--- src/rtl/wb_arbiter.sv ---
// Write-back arbiter for the register-file write port: merges never-stalled ALU results with
// load returns buffered in a small FIFO, and reports pending writes for RAW hazard stalls.
module wb_arbiter #(
  parameter int unsigned DATA_W  = 32,
  parameter int unsigned ADDR_W  = 6,
  parameter int unsigned DEPTH   = 4,
  parameter bit          DROP_R0 = 1'b1
) (
  input  logic              clk,
  input  logic              reset,
  input  logic              alu_valid,
  input  logic [ADDR_W-1:0] alu_addr,
  input  logic [DATA_W-1:0] alu_data,
  input  logic              mem_valid,
  output logic              mem_ready,
  input  logic [ADDR_W-1:0] mem_addr,
  input  logic [DATA_W-1:0] mem_data,
  output logic              stall_req,
  input  logic [ADDR_W-1:0] rs1,
  input  logic [ADDR_W-1:0] rs2,
  output logic              pend1,
  output logic              pend2,
  output logic              we3,
  output logic [ADDR_W-1:0] addr3,
  output logic [DATA_W-1:0] writeData3
);

  localparam int unsigned PTR_W = $clog2(DEPTH);
  localparam int unsigned CNT_W = $clog2(DEPTH + 1);

  logic [ADDR_W-1:0] r_addr_mem [DEPTH];
  logic [DATA_W-1:0] r_data_mem [DEPTH];
  logic [DEPTH-1:0]  r_vld;
  logic [PTR_W-1:0]  r_wr_ptr;
  logic [PTR_W-1:0]  r_rd_ptr;
  logic [CNT_W-1:0]  r_count;
  logic              r_we3;
  logic [ADDR_W-1:0] r_addr3;
  logic [DATA_W-1:0] r_data3;

  logic w_full;
  logic w_empty;
  logic w_mem_r0;
  logic w_alu_r0;
  logic w_push;
  logic w_pop;
  logic w_alu_sel;
  logic w_pend1;
  logic w_pend2;

  assign w_full    = (r_count == CNT_W'(DEPTH));
  assign w_empty   = (r_count == '0);
  assign w_mem_r0  = DROP_R0 && (mem_addr == '0);
  assign w_alu_r0  = DROP_R0 && (alu_addr == '0);
  // An r0 load still handshakes; it is simply never stored.
  assign w_push    = mem_valid && !w_full && !w_mem_r0;
  assign w_alu_sel = alu_valid && !w_alu_r0;
  assign w_pop     = !w_alu_sel && !w_empty;

  assign mem_ready  = !w_full;
  assign stall_req  = (r_count >= CNT_W'(DEPTH - 1));
  assign we3        = r_we3;
  assign addr3      = r_addr3;
  assign writeData3 = r_data3;
  assign pend1      = w_pend1;
  assign pend2      = w_pend2;

  always_comb begin
    w_pend1 = r_we3 && (r_addr3 == rs1);
    w_pend2 = r_we3 && (r_addr3 == rs2);
    for (int i = 0; i < int'(DEPTH); i++) begin
      if (r_vld[i] && (r_addr_mem[i] == rs1)) w_pend1 = 1'b1;
      if (r_vld[i] && (r_addr_mem[i] == rs2)) w_pend2 = 1'b1;
    end
    if (DROP_R0 && (rs1 == '0)) w_pend1 = 1'b0;
    if (DROP_R0 && (rs2 == '0)) w_pend2 = 1'b0;
  end

  always_ff @(posedge clk) begin
    if (w_push) begin
      r_addr_mem[r_wr_ptr] <= mem_addr;
      r_data_mem[r_wr_ptr] <= mem_data;
    end
  end

  always_ff @(posedge clk or posedge reset) begin
    if (reset) begin
      r_vld    <= '0;
      r_wr_ptr <= '0;
      r_rd_ptr <= '0;
      r_count  <= '0;
      r_we3    <= 1'b0;
      r_addr3  <= '0;
      r_data3  <= '0;
    end else begin
      if (w_push) begin
        r_vld[r_wr_ptr] <= 1'b1;
        r_wr_ptr        <= r_wr_ptr + PTR_W'(1);
      end
      if (w_pop) begin
        r_vld[r_rd_ptr] <= 1'b0;
        r_rd_ptr        <= r_rd_ptr + PTR_W'(1);
      end
      case ({w_push, w_pop})
        2'b10:   r_count <= r_count + CNT_W'(1);
        2'b01:   r_count <= r_count - CNT_W'(1);
        default: r_count <= r_count;
      endcase
      // Strict priority: ALU first, then FIFO head; otherwise hold address/data.
      if (w_alu_sel) begin
        r_we3   <= 1'b1;
        r_addr3 <= alu_addr;
        r_data3 <= alu_data;
      end else if (w_pop) begin
        r_we3   <= 1'b1;
        r_addr3 <= r_addr_mem[r_rd_ptr];
        r_data3 <= r_data_mem[r_rd_ptr];
      end else begin
        r_we3 <= 1'b0;
      end
    end
  end

endmodule

--- config.mk ---
export PLATFORM = sky130hd
export DESIGN_NAME = wb_arbiter
export DESIGN_NICKNAME = d
export VERILOG_FILES = /design/src/rtl/wb_arbiter.sv
export SDC_FILE = /design/constraint.sdc
export NUM_CORES = 1
export LEC_CHECK = 0
export BUFFER_PORTS_ARGS = -buffer_cell sky130_fd_sc_hd__buf_2
export CORE_ASPECT_RATIO = 1.25
export CORE_MARGIN = 3
export CORE_UTILIZATION = 30
export DETAILED_ROUTE_END_ITERATION = 8
export PLACE_DENSITY = 0.55
export RECOVER_POWER = 100
export SLEW_MARGIN = 10
export SYNTH_ARGS = -nofsm -noshare
export SYNTH_HDL_FRONTEND = slang
export SYNTH_SLANG_ARGS = --single-unit
--- constraint.sdc ---
create_clock -name clk -period 5.2 [get_ports clk]
set_input_delay 0.78 -clock clk [delete_from_list [all_inputs] [get_ports clk]]
set_output_delay 0.78 -clock clk [all_outputs]
set_load 0.01 [all_outputs]
# After elaboration in Yosys (flattened, before gate mapping)
# Memory sizes are Yosys's and may differ from the RTL's.
# Cells that the tools add are included.
# Widths: inputs -> output; s select.
[totals]
reg_bits = 50
wordCells = 87
ramBits = 152
n_memories = 2
[mem_list]
columns = ["name", "words", "word_bits", "rd", "rd_clocked_by_memory_dff", "write_ports", "line_no", "source"]
rows = [
  ["r_data_mem", 4, 32, 1, 0, 1, "32", "logic [DATA_W-1:0] r_data_mem [DEPTH];"],
  ["r_addr_mem", 4, 6, 5, 0, 1, "31", "logic [ADDR_W-1:0] r_addr_mem [DEPTH];"],
]
[classes]
reduce_logical = 28
magnitude_cmp = 5
n_eq_ne = 13
bitwise_logic = 3
n_addsub = 4
n_mux = 25
[op_table]
columns = ["operator", "count"]
rows = [
  ["$mux 32", 2],
  ["$eq 6x6->1", 10],
  ["$logic_not 6->1", 4],
  ["$logic_and 1x1->1", 16],
  ["$mux 1", 16],
  ["$mux 6", 2],
  ["$mux 4", 2],
  ["$lt 2x3->1 const B", 2],
  ["$pmux 3 s2", 1],
  ["$logic_not 1->1", 5],
  ["$add 2x1->2 const B", 2],
  ["$and 4x4->4", 1],
  ["$demux 1 s2", 2],
  ["$ge 2x1->1 const B", 2],
  ["$not 4->4", 1],
  ["$or 4x4->4", 1],
  ["$reduce_bool 2->1", 2],
  ["$add 3x1->3 const B", 1],
  ["$eq 3x3->1 const B", 1],
  ["$ge 3x2->1 const B", 1],
  ["$logic_not 3->1", 1],
  ["$sub 3x1->3 const B", 1],
  ["$eq 2x1->1 const B", 1],
  ["$eq 2x2->1 const B", 1],
]

# Depth between registers and ports, before layout
[logic_depth]
word_depth = 8
mapped_depth = 10
depth_no_buf = 10

# Worst setup path before layout
# OpenSTA, ideal clock, no wires.
[synth_timing]
kind = "input port to flip-flop"
startpoint = "input alu_addr[1]"
endpoint = "register r_count[2]"
t_arrival_ns = 2.799
n_path_buf = 1
path_slack_ns = 2.322
t_required_ns = 5.121
path_stages = 10
path_cell_list = "or4_1 -> o31a_1 -> buf_6 -> nor2_8 -> ha_1 -> inv_1 -> fa_1 -> xor2_1 -> nor2_1 -> xor2_1"
[synth_between]
elab_chain_len = 7
[synth_rtl]
columns = ["element", "line_no", "source"]
rows = [
  ["start: declaration", "12", "input logic [ADDR_W-1:0] alu_addr,"],
  ["$logic_not 6->1 *", "54", "assign w_alu_r0 = DROP_R0 && (alu_addr == '0);"],
  ["$logic_not 1->1 *", "57", "assign w_alu_sel = alu_valid && !w_alu_r0;"],
  ["$logic_and 1x1->1 *", "57", ""],
  ["$logic_not 1->1 *", "58", "assign w_pop = !w_alu_sel && !w_empty;"],
  ["$logic_and 1x1->1 *", "58", ""],
  ["$eq 2x1->1 or $eq 2x2->1 (tied branches)", "104", "case ({w_push, w_pop})"],
  ["$pmux 3 s2 or $reduce_bool 2->1 (tied branches)", "n/a", ""],
  ["end signal: assignment", "105", "2'b10: r_count <= r_count + CNT_W'(1);"],
  ["end signal: assignment", "106", "2'b01: r_count <= r_count - CNT_W'(1);"],
  ["end signal: assignment", "107", "default: r_count <= r_count;"],
  ["end: declaration", "36", "logic [CNT_W-1:0] r_count;"],
]
# Every way passes the cells marked *; elsewhere a longest branch is shown, timed or not.
# A chain may end at the register's enable or synchronous reset.

# Worst setup path after layout
[layout_timing]
startpoint = "input alu_addr[3]"
endpoint = "register r_data3[9], in the netlist writeData3[9]"
[layout_between]
elab_chain_len = 6
[layout_rtl]
columns = ["element", "line_no", "source"]
rows = [
  ["$logic_not 6->1 *", "54", ""],
  ["$logic_not 1->1 *", "57", ""],
  ["$logic_and 1x1->1 *", "57", ""],
  ["$logic_not 1->1", "58", ""],
  ["$logic_and 1x1->1", "58", ""],
  ["$reduce_bool 2->1 (no source line)", "n/a", ""],
  ["end signal: assignment", "113", "r_data3 <= alu_data;"],
  ["end signal: assignment", "117", "r_data3 <= r_data_mem[r_rd_ptr];"],
  ["end: declaration", "39", "logic [DATA_W-1:0] r_data3;"],
]
# Marked as above.

==> results.cfg <==
[outcome]
status = finished, violations left
violations = max-capacitance violations, max-slew violations

[timing]
drv_slew = 114
slew_headroom_pct = -77.5
tns_ns = 0
setup_viol = 0
fin_crit_sh_pct = 60.1
rsz0062_at_grt = false
max_slew.worst_pin.slew_ns = 2.66
layout_min_cycle_time_ns = 3.12
fmax_mhz = 320
hold_ws_ns = 0.478
hold_viol_final = 0
skew_ns = 0.0113

[layout]
syn2layout_area_growth_pct = 17.7
n_fill_cell = 2659
drive_gt1_share_pct = 19.4
final_common_cell = edfxtp_1
final_cell_mix = edfxtp_1, clkbuf_1, buf_2
fin_area_um2 = 10200
nNetsFinal = 754
num_antenna_cells = 0

[setup_path]
startpoint_type = primary input
crit_chain = buf_2 -> or4_1 -> o31a_2 -> clkbuf_1 -> o21ai_0
end_kind = register
cp-endpoint = writeData3[9]
worstPathArrival_ns = 3.38
rrSetupSlack_ns = 2.53
r2r-start = r_rd_ptr[1]
cp.buffers_inverters = 2
cp_max_fo = 71
worst-path-stages = 5
critPathKind = in -> reg
slowest_delay_ns = 1.86
required_ns = 5.46
critPathSlowestCell = clkbuf_1
cp-startpoint = alu_addr[3]
crit_family = buffers and inverters
reg2reg_to = writeData3[20]
rr_worst_depth = 3

[routing]
initialDrtViolationCount = 247
ant_nets = 0
num_vias = 4828
via_per_inst = 4.75
wl_per_cell_um = 20.2
drt_wl_total_mm = 20.6
drcViolationCount = 0
drt-pass1-iter-count = 4

[placed_design]
place_area_um2 = 9630
hpwlAfterDp_mm = 13.9
portBuffers = 134
place_congestion = 0.859

[grt]
grt_pass1_vias = 5295
grt_pass1_wl_mm = 31.2
grt_max_degree = 72
grt_use_total_pct = 13.3
grt_remaining_overflow = 0
antenna_found_initial = 1

[synth]
synth.area.top_cells = edfxtp_1, dfrtp_1, mux4_2
ys_seq_area_share_pct = 67.3
ys_types = 31
synth_fp_nets = 625
ys_ff_latch = 202
yosysTopAreaCell = edfxtp_1
yosysTopAreaCellShare_pct = 52.8
syn_avg_cell_area_um2 = 16.5
synthCells = 523
yosysWarnings = 0
syn_area_um2 = 8640

[power_and_ir_drop]
p_clk_share_pct = 27.4
power_frac_comb_pct = 26.7
leakage_nw = 3.51
p_per_area_nw_per_um2 = 529
switching_share_pct = 30.5
p_int_w = 0.00374
p_seq_share_pct = 45.9
p_switching_w = 0.00164
ir_worst_vdd_uv = 252

[die]
pin_count = 135
die_area_um2 = 30900
core_area_um2 = 28000
rows = 68
die_h_um = 196
initial_core_util_pct = 30.9
dieWidth_um = 158

[clocking]
root_buffer = clkbuf_16
cts_sinks = 202
clockBufferDepth = 3
cts_buffers = 20
ctsHoldBuffers = 0
clk_latency_ns = 0.49
htreeDepth = 1
post-cts-setup-buffers = 0
cts_tree = done
clk_pin_slew_ns = 0.06
cts_resized = 0

[hold_path]
worstHoldPathType = in -> async

[flow_run]
drv_cap = 2
synth_stat cells:
| cell | number |
|---|---|
| edfxtp_1 | 152 |
| o21ai_1 | 38 |
| or4_1 | 4 |
| buf_6 | 5 |
| buf_2 | 11 |
| mux2i_1 | 39 |
| o21ai_0 | 2 |
| nor2_1 | 3 |
| xnor2_1 | 33 |
| a21o_1 | 1 |
| clkbuf_1 | 14 |
| inv_1 | 9 |
| buf_1 | 1 |
| nor3_1 | 5 |
| dfrtp_1 | 50 |
| a21oi_1 | 2 |
| nand2_1 | 40 |
| ha_1 | 9 |
| nand3_1 | 1 |
| o311a_1 | 1 |
| nand4_1 | 10 |
| and2_1 | 4 |
| buf_4 | 1 |
| mux4_2 | 38 |
| nor2_8 | 1 |
| xor2_1 | 32 |
| o31a_1 | 1 |
| fa_1 | 1 |
| nand2b_1 | 1 |
| nor4_1 | 10 |
| a2bb2oi_1 | 4 |
power by group through the flow:
stage | Clock (W) | Sequential, W | Combinational (W)
floorplan | 0 | 0.00239 | 0.00109
global placement | 0 | 0.00250 | 0.00152
detailed placement | 0 | 0.00252 | 0.00155
CTS | 0.00151 | 0.00249 | 0.00155
global route | 0.00158 | 0.00253 | 0.00160
finish | 0.00147 | 0.00247 | 0.00144
layer usage:
metal | vias up | GRT usage (%) | wire, µm
li1 | 2239 | - | -
met2 | 119 | 23.8 | 10800
met3 | 28 | 2.52 | 1070
met5 | - | 0 | 13
met4 | 2 | 3.60 | 442
met1 | 2440 | 16.2 | 8290
worst register-to-register path, delay by kind of cell (launching register included):
kind / cells / cell delay, ns
mux: 2 / 0.68
compound gates: 1 / 0.08
flops: 1 / 1.68
final cells by class:
class,count,area (µm²),share of cell area [%]
flip-flops and latches,202,5820,57.2
multi-input cells,280,2610,25.7
repair buffers,139,603,5.93
clock buffers,26,544,5.35
well taps,350,438,4.31
clock inverters,10,123,1.21
inverters,9,33.8,0.332
per-stage QoR:
step / setup slack, ns / instances / power (W) / util [%]
CTS: 2.45 / 1016 / 0.00555 / 36.8
global placement: 2.13 / 980 / 0.00401 / 34.4
detailed placement: 2.11 / 980 / 0.00406 / 34.4
global route: 1.52 / 1016 / 0.00572 / 36.3
floorplan: 2.32 / 523 / 0.00348 / -
finish: 2.08 / 1016 / 0.00538 / 36.3
state kept, by name, indices dropped and copies added, names as in the netlist:
register    count
r_wr_ptr        2
r_count         3
r_addr_mem     24
r_rd_ptr        2
we3             1
addr3           6
r_vld           4
r_data_mem    128
writeData3     32
kinds of logic (layout without fill, tap and decap cells):
kind of cell | after synthesis | count (layout) | share of synthesized area (%)
fa+ha+maj | 10 | 10 | 1.53
mux | 77 | 77 | 14.4
buf+inv | 41 | 184 | 2.42
simple gates | 79 | 79 | 4.60
flops | 202 | 202 | 67.3
compound gates | 49 | 49 | 3.14
xor+xnor | 65 | 65 | 6.59
how the worst min path moves through the flow:
stage                       from              to  cells after the start
floorplan             r_count[2]      r_count[2]                      1
global placement      r_count[2]      r_count[2]                      1
detailed placement    r_count[2]      r_count[2]                      1
CTS                 alu_data[19]  writeData3[19]                      3
global route        alu_data[19]  writeData3[19]                      3
finish                     reset   writeData3[8]                      3
Note: power is estimated with default switching activity, not from simulation.
